==> src/rtl/sprite_serializer_pkg.sv <==
// Shared types and constants for the sprite row serializer.
// Flip resolution lives here so the FIFO stays generic.
package sprite_serializer_pkg;

    localparam int LB_X_W = 8;
    localparam int PIX_PER_ROW = 16;
    localparam logic [3:0] TRANSPARENT_IDX = 4'h0;

    typedef enum logic [1:0] {
        IDLE,
        RELOAD,
        PIXEL
    } state_t;

    typedef struct packed {
        logic [63:0]       planes;
        logic [7:0]        pal;
        logic [LB_X_W-1:0] x;
        logic              hflip;
        logic [15:0]       shrink;
    } row_t;

    function automatic logic [15:0] rev16(input logic [15:0] v);
        logic [15:0] r;
        for (int i = 0; i < 16; i++) begin
            r[i] = v[15-i];
        end
        return r;
    endfunction

    // Mirror planes and keep mask together so slot 0 is always bit 15.
    function automatic row_t resolve(input row_t r);
        row_t o;
        o = r;
        if (r.hflip) begin
            for (int p = 0; p < 4; p++) begin
                o.planes[16*p +: 16] = rev16(r.planes[16*p +: 16]);
            end
            o.shrink = rev16(r.shrink);
        end
        return o;
    endfunction

endpackage

==> src/rtl/sprite_serializer_if.sv <==
// Sprite row push bus and line buffer strobe bus.
// master drives rows and observes strobes; slave is the serializer.
interface sprite_serializer_if #(
    parameter int X_W = 8
);
    logic           IN_VALID;
    logic           IN_READY;
    logic [63:0]    IN_PLANES;
    logic [7:0]     IN_PAL;
    logic [X_W-1:0] IN_X;
    logic           IN_HFLIP;
    logic [15:0]    IN_SHRINK;

    logic           LB_RELOAD;
    logic [X_W-1:0] LB_ADDR_LOAD;
    logic           LB_STEP;
    logic           LB_WR;
    logic [3:0]     COLOR_INDEX;
    logic [7:0]     SPR_PAL;

    modport master (
        output IN_VALID, IN_PLANES, IN_PAL, IN_X,
        output IN_HFLIP, IN_SHRINK,
        input  IN_READY,
        input  LB_RELOAD, LB_ADDR_LOAD, LB_STEP,
        input  LB_WR, COLOR_INDEX, SPR_PAL
    );

    modport slave (
        input  IN_VALID, IN_PLANES, IN_PAL, IN_X,
        input  IN_HFLIP, IN_SHRINK,
        output IN_READY,
        output LB_RELOAD, LB_ADDR_LOAD, LB_STEP,
        output LB_WR, COLOR_INDEX, SPR_PAL
    );
endinterface

==> src/rtl/sprite_serializer_fifo.sv <==
// Generic valid/ready FIFO with synchronous flush.
// Flush wins over both push and pop in the same cycle.
module sprite_row_fifo #(
    parameter int DEPTH = 2,
    parameter int WIDTH = 8,
    localparam int AW = (DEPTH > 1) ? $clog2(DEPTH) : 1
) (
    input  logic             clk,
    input  logic             rst,
    input  logic             flush,
    input  logic             push_valid,
    output logic             push_ready,
    input  logic [WIDTH-1:0] push_data,
    input  logic             pop,
    output logic             pop_valid,
    output logic [WIDTH-1:0] pop_data,
    output logic [AW:0]      count
);
    logic [WIDTH-1:0] mem [DEPTH];
    logic [AW-1:0]    wr_ptr;
    logic [AW-1:0]    rd_ptr;
    logic             do_push;
    logic             do_pop;

    assign push_ready = (count != (AW+1)'(DEPTH));
    assign pop_valid  = (count != '0);
    assign pop_data   = mem[rd_ptr];
    assign do_push    = push_valid & push_ready & ~flush;
    assign do_pop     = pop & pop_valid & ~flush;

    always_ff @(posedge clk) begin
        if (do_push) begin
            mem[wr_ptr] <= push_data;
        end
    end

    always_ff @(posedge clk or posedge rst) begin
        if (rst) begin
            wr_ptr <= '0;
            rd_ptr <= '0;
            count  <= '0;
        end else if (flush) begin
            wr_ptr <= '0;
            rd_ptr <= '0;
            count  <= '0;
        end else begin
            if (do_push) begin
                wr_ptr <= wr_ptr + AW'(1);
            end
            if (do_pop) begin
                rd_ptr <= rd_ptr + AW'(1);
            end
            count <= count + (AW+1)'(do_push)
                           - (AW+1)'(do_pop);
        end
    end

endmodule

==> src/rtl/sprite_serializer.sv <==
// Serializes buffered sprite rows into per-pixel color indexes
// and line buffer reload/step/write strobes, one pixel per PIX_EN.
module sprite_serializer
    import sprite_serializer_pkg::*;
#(
    parameter int FIFO_DEPTH = 2,
    parameter int X_W        = LB_X_W
) (
    input  logic CLK,
    input  logic RESET,
    input  logic PIX_EN,
    input  logic FLUSH,
    output logic BUSY,
    sprite_serializer_if.slave bus
);
    localparam int CW = $clog2(FIFO_DEPTH) + 1;
    localparam int RW = $bits(row_t);

    row_t          in_row;
    row_t          head;
    row_t          res;
    logic [RW-1:0] head_bits;
    logic          head_valid;
    logic          pop;
    logic [CW-1:0] count;

    state_t         state_q, state_d;
    logic [3:0]     slot_q, slot_d;
    logic [63:0]    planes_q, planes_d;
    logic [15:0]    shrink_q, shrink_d;
    logic [7:0]     pal_q, pal_d;
    logic [X_W-1:0] x_q, x_d;
    logic [3:0]     pix;
    logic [3:0]     cur_idx;
    logic           keep;

    logic           reload_q, reload_d;
    logic           step_q, step_d;
    logic           wr_q, wr_d;
    logic [X_W-1:0] addr_q, addr_d;
    logic [3:0]     idx_q, idx_d;
    logic [7:0]     spal_q, spal_d;

    assign in_row = '{
        planes: bus.IN_PLANES,
        pal:    bus.IN_PAL,
        x:      bus.IN_X,
        hflip:  bus.IN_HFLIP,
        shrink: bus.IN_SHRINK
    };

    sprite_row_fifo #(
        .DEPTH (FIFO_DEPTH),
        .WIDTH (RW)
    ) u_fifo (
        .clk        (CLK),
        .rst        (RESET),
        .flush      (FLUSH),
        .push_valid (bus.IN_VALID),
        .push_ready (bus.IN_READY),
        .push_data  (in_row),
        .pop        (pop),
        .pop_valid  (head_valid),
        .pop_data   (head_bits),
        .count      (count)
    );

    assign head = row_t'(head_bits);
    assign res  = resolve(head);

    // Slot 0 reads bit 15, the leftmost pixel after flip resolution.
    assign pix     = 4'(PIX_PER_ROW - 1) - slot_q;
    assign cur_idx = {planes_q[{2'd3, pix}], planes_q[{2'd2, pix}],
                      planes_q[{2'd1, pix}], planes_q[{2'd0, pix}]};
    assign keep    = shrink_q[pix];

    always_comb begin
        state_d  = state_q;
        slot_d   = slot_q;
        planes_d = planes_q;
        shrink_d = shrink_q;
        pal_d    = pal_q;
        x_d      = x_q;
        pop      = 1'b0;
        reload_d = 1'b0;
        step_d   = 1'b0;
        wr_d     = 1'b0;
        addr_d   = '0;
        idx_d    = '0;
        spal_d   = '0;
        if (FLUSH) begin
            state_d = IDLE;
        end else if (PIX_EN) begin
            unique case (state_q)
                IDLE: begin
                    if (head_valid) begin
                        pop      = 1'b1;
                        planes_d = res.planes;
                        shrink_d = res.shrink;
                        pal_d    = res.pal;
                        x_d      = res.x;
                        reload_d = 1'b1;
                        addr_d   = res.x;
                        spal_d   = res.pal;
                        slot_d   = '0;
                        state_d  = PIXEL;
                    end
                end
                RELOAD: begin
                    reload_d = 1'b1;
                    addr_d   = x_q;
                    spal_d   = pal_q;
                    slot_d   = '0;
                    state_d  = PIXEL;
                end
                PIXEL: begin
                    idx_d  = cur_idx;
                    spal_d = pal_q;
                    step_d = keep;
                    wr_d   = keep && (cur_idx != TRANSPARENT_IDX);
                    slot_d = slot_q + 4'd1;
                    if (slot_q == 4'(PIX_PER_ROW - 1)) begin
                        // Pop the next row now; its reload takes the next slot.
                        if (head_valid) begin
                            pop      = 1'b1;
                            planes_d = res.planes;
                            shrink_d = res.shrink;
                            pal_d    = res.pal;
                            x_d      = res.x;
                            state_d  = RELOAD;
                        end else begin
                            state_d = IDLE;
                        end
                    end
                end
                default: state_d = IDLE;
            endcase
        end
    end

    always_ff @(posedge CLK or posedge RESET) begin
        if (RESET) begin
            state_q  <= IDLE;
            slot_q   <= '0;
            planes_q <= '0;
            shrink_q <= '0;
            pal_q    <= '0;
            x_q      <= '0;
            reload_q <= 1'b0;
            step_q   <= 1'b0;
            wr_q     <= 1'b0;
            addr_q   <= '0;
            idx_q    <= '0;
            spal_q   <= '0;
        end else begin
            state_q  <= state_d;
            slot_q   <= slot_d;
            planes_q <= planes_d;
            shrink_q <= shrink_d;
            pal_q    <= pal_d;
            x_q      <= x_d;
            reload_q <= reload_d;
            step_q   <= step_d;
            wr_q     <= wr_d;
            addr_q   <= addr_d;
            idx_q    <= idx_d;
            spal_q   <= spal_d;
        end
    end

    assign bus.LB_RELOAD    = reload_q;
    assign bus.LB_ADDR_LOAD = addr_q;
    assign bus.LB_STEP      = step_q;
    assign bus.LB_WR        = wr_q;
    assign bus.COLOR_INDEX  = idx_q;
    assign bus.SPR_PAL      = spal_q;

    assign BUSY = (count != '0) || (state_q != IDLE);

endmodule

==> src/flat_wrapper.sv <==
// flat-port wrapper written by rule: the top's interface ports become plain ports
module sprite_serializer_flat import sprite_serializer_pkg::*;
#(
    parameter int FIFO_DEPTH = 2,
    parameter int X_W        = LB_X_W
)
  (CLK, RESET, PIX_EN, FLUSH, BUSY, bus_IN_VALID, bus_IN_PLANES, bus_IN_PAL, bus_IN_X, bus_IN_HFLIP, bus_IN_SHRINK, bus_IN_READY, bus_LB_RELOAD, bus_LB_ADDR_LOAD, bus_LB_STEP, bus_LB_WR, bus_COLOR_INDEX, bus_SPR_PAL);
  sprite_serializer_if #(.X_W(X_W)) bus_i ();
  input  logic CLK;
  input  logic RESET;
  input  logic PIX_EN;
  input  logic FLUSH;
  output logic BUSY;
  input wire logic [$bits(bus_i.IN_VALID)-1:0] bus_IN_VALID;
  input wire logic [$bits(bus_i.IN_PLANES)-1:0] bus_IN_PLANES;
  input wire logic [$bits(bus_i.IN_PAL)-1:0] bus_IN_PAL;
  input wire logic [$bits(bus_i.IN_X)-1:0] bus_IN_X;
  input wire logic [$bits(bus_i.IN_HFLIP)-1:0] bus_IN_HFLIP;
  input wire logic [$bits(bus_i.IN_SHRINK)-1:0] bus_IN_SHRINK;
  output wire logic [$bits(bus_i.IN_READY)-1:0] bus_IN_READY;
  output wire logic [$bits(bus_i.LB_RELOAD)-1:0] bus_LB_RELOAD;
  output wire logic [$bits(bus_i.LB_ADDR_LOAD)-1:0] bus_LB_ADDR_LOAD;
  output wire logic [$bits(bus_i.LB_STEP)-1:0] bus_LB_STEP;
  output wire logic [$bits(bus_i.LB_WR)-1:0] bus_LB_WR;
  output wire logic [$bits(bus_i.COLOR_INDEX)-1:0] bus_COLOR_INDEX;
  output wire logic [$bits(bus_i.SPR_PAL)-1:0] bus_SPR_PAL;
  assign bus_i.IN_VALID = bus_IN_VALID;
  assign bus_i.IN_PLANES = bus_IN_PLANES;
  assign bus_i.IN_PAL = bus_IN_PAL;
  assign bus_i.IN_X = bus_IN_X;
  assign bus_i.IN_HFLIP = bus_IN_HFLIP;
  assign bus_i.IN_SHRINK = bus_IN_SHRINK;
  assign bus_IN_READY = bus_i.IN_READY;
  assign bus_LB_RELOAD = bus_i.LB_RELOAD;
  assign bus_LB_ADDR_LOAD = bus_i.LB_ADDR_LOAD;
  assign bus_LB_STEP = bus_i.LB_STEP;
  assign bus_LB_WR = bus_i.LB_WR;
  assign bus_COLOR_INDEX = bus_i.COLOR_INDEX;
  assign bus_SPR_PAL = bus_i.SPR_PAL;
  sprite_serializer #(.FIFO_DEPTH(FIFO_DEPTH), .X_W(X_W)) u_core (.CLK(CLK), .RESET(RESET), .PIX_EN(PIX_EN), .FLUSH(FLUSH), .BUSY(BUSY), .bus(bus_i));
endmodule
==> config.mk <==
export PLATFORM = sky130hd
export DESIGN_NAME = sprite_serializer_flat
export DESIGN_NICKNAME = d
export VERILOG_FILES = /design/src/rtl/sprite_serializer_pkg.sv /design/src/rtl/sprite_serializer_if.sv /design/src/rtl/sprite_serializer_fifo.sv /design/src/rtl/sprite_serializer.sv /design/src/flat_wrapper.sv
export SDC_FILE = /design/constraint.sdc
export NUM_CORES = 1
export LEC_CHECK = 0
export ABC_CLOCK_PERIOD_IN_PS = 8500
export BUFFER_PORTS_ARGS = -buffer_cell sky130_fd_sc_hd__buf_2
export CORE_MARGIN = 3
export CORE_UTILIZATION = 55
export DETAILED_ROUTE_END_ITERATION = 8
export GPL_TIMING_DRIVEN = 0
export PLACE_DENSITY = 0.79
export SYNTH_ARGS = -nofsm -noshare
export SYNTH_HDL_FRONTEND = slang
export SYNTH_SLANG_ARGS = --single-unit
==> constraint.sdc <==
create_clock -name CLK -period 8.5 [get_ports CLK]
set_input_delay 1.275 -clock CLK [delete_from_list [all_inputs] [get_ports CLK]]
set_output_delay 1.275 -clock CLK [all_outputs]
set_load 0.02 [all_outputs]
==> impl_metrics.tcl <==
set metrics [dict create \
    outcome "finished, final reports clean" \
    antenna_violating_nets_post_route 0 \
    post_cts_resize_count 0 \
    worst_slew_pin_slew_ps 979 \
    grt_max_degree 87 \
    die-height_um 163 \
    n_fill_cell 1610 \
    fin_worst_skew_ps 9.20 \
    hold_path_end "u_core.pal_q[5]" \
    area_of_the_core_region_um2 23800 \
    slowest_stage "dfrtp_1" \
    maxCapViolations 0 \
    routed_via_density 5.93 \
    grt_util_met1_pct 29.4 \
    power_mw 4.41 \
    tritoncts "done" \
    route.vias.total 7283 \
    worstSetupEndpointType "output port" \
    netlist_instances 714 \
    clockBufferDepth 3 \
    floorplan.rows 56 \
    setup.worst_path.class "reg -> out" \
    final_design_area_no_fill_um2 15900 \
    count_of_different_cell_masters_after_synthesis 34 \
    netlist.area_leader.share_pct 43.1 \
    place_congestion 0.780 \
    worstReg2RegStart "u_core.state_q[0]" \
    power.density_cell_area_nw_per_um2 278 \
    hold_removal_path_class "reg -> reg" \
    synthMostInstantiatedCell "edfxtp_1" \
    synthArstFlopShare_pct 39.9 \
    min_period_ps 3030 \
    grt_most_used_layer "met2" \
    max-vdd-ir-drop_mv 0.217 \
    dpl-instance-area_um2 14700 \
    root_buffer "clkbuf_16" \
    cts_buffers 34 \
    slew_headroom_pct 34.0 \
    worst_ep_required_time_ps 7220 \
    postCtsSetupRepairBufs 0 \
    register_bit_count_reported_by_yosys 323 \
    worstHoldStart "u_core.pal_q[5]" \
    count_of_flip_flops_with_a_built_in_enable_after_synthesis 194 \
    power.leakage_nw 6.07 \
    cts_hold_buf 0 \
    rr_worst_depth 9 \
    timing.critical_path.fanout_max 8 \
    critical_path.cell_chain "inv_1, ha_1, clkbuf_1, nand2_1, buf_2" \
    timing.final.crit_share_pct 35.7 \
    layout-drive-gt1-share_pct 42.5 \
    dpl_worst_slack_ps 5150 \
    cpPeakStageDelay_ps 410 \
    syn-mean-instance-area_um2 18.9 \
    hold-path-cell-count 2 \
    first_pass_iteration_count_of_the_detailed_router 4 \
    total_routing_usage_gr_pct 20.8 \
    floorplan.die_area_um2 26500 \
    fin_nets 991 \
    initial_core_util_pct 56.8 \
    synth_area_um2 13500 \
    synthTopCellsByCount "194 x edfxtp_1, 129 x dfrtp_1, 91 x mux4_2" \
    rrSetupSlack_ps 5880 \
    report.final.hold_viol_count 0 \
    grt_pass1_wl_um 42200 \
    synth_fp_nets 823 \
    post-route-util_pct 66.6 \
    drt-wirelength-per-cell_um 21.7 \
    io-pin-count 127 \
    drc_errors 0 \
    use_met2_pct 34.4 \
    cts_num_sinks 323 \
    clkTransAtPathRegs_ps 60 \
    dp_hpwl_um 18200 \
    layout_area_growth_over_synthesis_pct 17.3 \
    ys_top_cells_by_area "edfxtp_1 43%, dfrtp_1 24%, mux4_2 15%" \
    cts.htree.levels 2 \
    first_global_vias 7687 \
    drt_iter0_drc 471 \
    synth_top_flop_cell "edfxtp_1" \
    use_met3_pct 3.20 \
    yosys.area.top_type "edfxtp_1" \
    worst_r2r_endpoint "u_core.pal_q[4]" \
    max_freq_mhz 330 \
    yosysWarningCount 0 \
    worst_setup_path_start_kind "flip-flop" \
    buffer_ports.inserted 125 \
    clkLatencyLatePin_ps 500 \
    drt-total-wl_um 26600 \
    antenna_found_initial 1 \
    critical_path_arrival_ps 1760 \
    setup-violations-final 0 \
    die_width_um 163 \
    seq_area_frac_synth_pct 66.9 \
    congestion_overflow_gr 0 \
    rsz_0062_raised_after_global_routing "false" \
    postLayoutSetupSlackWorst_ps 5470 \
    final_max_slew_viol_count 0 \
]
-- registers in the layout (all words and copies together) (netlist names), 8 cells and up --
register,flops
u_core.u_fifo.mem,194
u_core.planes_q,64
u_core.shrink_q,16
u_core.bus.LB_ADDR_LOAD,8
u_core.bus.SPR_PAL,8
u_core.pal_q,8
u_core.x_q,8
-- cells in the final DEF, fill, tap and decap left out, types with 2 or more instances in the layout --
cell	n
nand2b_1	3
edfxtp_1	194
mux2_2	75
a211oi_1	2
a2bb2oi_1	12
clkinv_2	4
o21a_1	2
buf_12	4
mux4_2	91
a22oi_1	12
clkbuf_8	5
mux4_1	9
nand3_1	5
ha_1	7
nor2_1	25
clkbuf_1	19
o21ai_1	14
nor2_4	2
dfrtp_1	129
a21oi_1	7
and2_1	2
clkbuf_16	38
buf_2	156
nor2b_1	7
xnor2_1	3
inv_1	6
mux2i_1	14
buf_16	3
o21ai_0	5
buf_4	3
mux2_1	13
nand2_1	25
-- worst max-delay path: cells and delay by family (launching register included) --
| family | cells | cell delay, ps |
|---|---|---|
| and+or+nand+nor | 1 | 150 |
| adders and majority gates | 1 | 150 |
| DFF | 1 | 410 |
| buffers and inverters | 3 | 550 |
-- cell type report --
type	instances	area [um^2]	area share (%)
Clock buffer	55	1060	6.71
Inverter	7	31.3	0.197
Multi-Input combinational cell	342	4250	26.8
Buffer	42	215	1.36
Clock inverter	7	61.3	0.386
Antenna cell	1	2.50	0.0158
Sequential cell	323	9050	57.1
Tap cell	319	399	2.52
Timing Repair Buffer	132	788	4.97
-- through the flow --
stage	instances	hold WS, ps	setup TNS, ps
3_3_place_gp	1158	467	-56800
5_1_grt	1227	519	0
2_1_floorplan	714	456	0
6_report	1228	489	0
4_1_cts	1227	491	0
3_5_place_dp	1165	478	0
-- routing by layer --
| layer | wire length [um] | up-vias |
|---|---|---|
| li1 | - | 3197 |
| met1 | 11200 | 3775 |
| met2 | 13200 | 258 |
| met3 | 1570 | 51 |
| met4 | 611 | 2 |
| met5 | 13 | - |
-- kinds of logic (layout without fill, tap and decap cells) --
logic type | after synthesis | count (layout) | synth area share [%]
and+or+nand+nor | 73 | 73 | 2.36
DFF | 323 | 323 | 66.9
other | 0 | 1 | 0
AOI/OAI and AO/OA | 56 | 56 | 2.77
buffers and inverters | 49 | 243 | 1.79
adders and majority gates | 7 | 7 | 0.647
muxes | 202 | 202 | 25.3
xor gates and xnor gates | 4 | 4 | 0.259
-- power breakdown --
part	switching (mW)	internal [mW]
Sequential	0.149	1.98
Clock	0.570	0.889
Combinational	0.368	0.454
Total	1.09	3.32
-- how the worst max path moves through the flow --
stage / start / end / slack [ps] / cells after the start
6_report: u_core.state_q[0] / BUSY / 5470 / 5
5_1_grt: u_core.state_q[0] / BUSY / 5350 / 5
4_1_cts: u_core.state_q[0] / BUSY / 5460 / 5
3_3_place_gp: FLUSH / u_core.u_fifo.mem[1][71] / -310 / 3
3_5_place_dp: FLUSH / u_core.u_fifo.mem[0][74] / 5150 / 5
2_1_floorplan: FLUSH / u_core.u_fifo.mem[0][0] / 2130 / 3
Note: power is estimated with default switching activity, not from simulation.
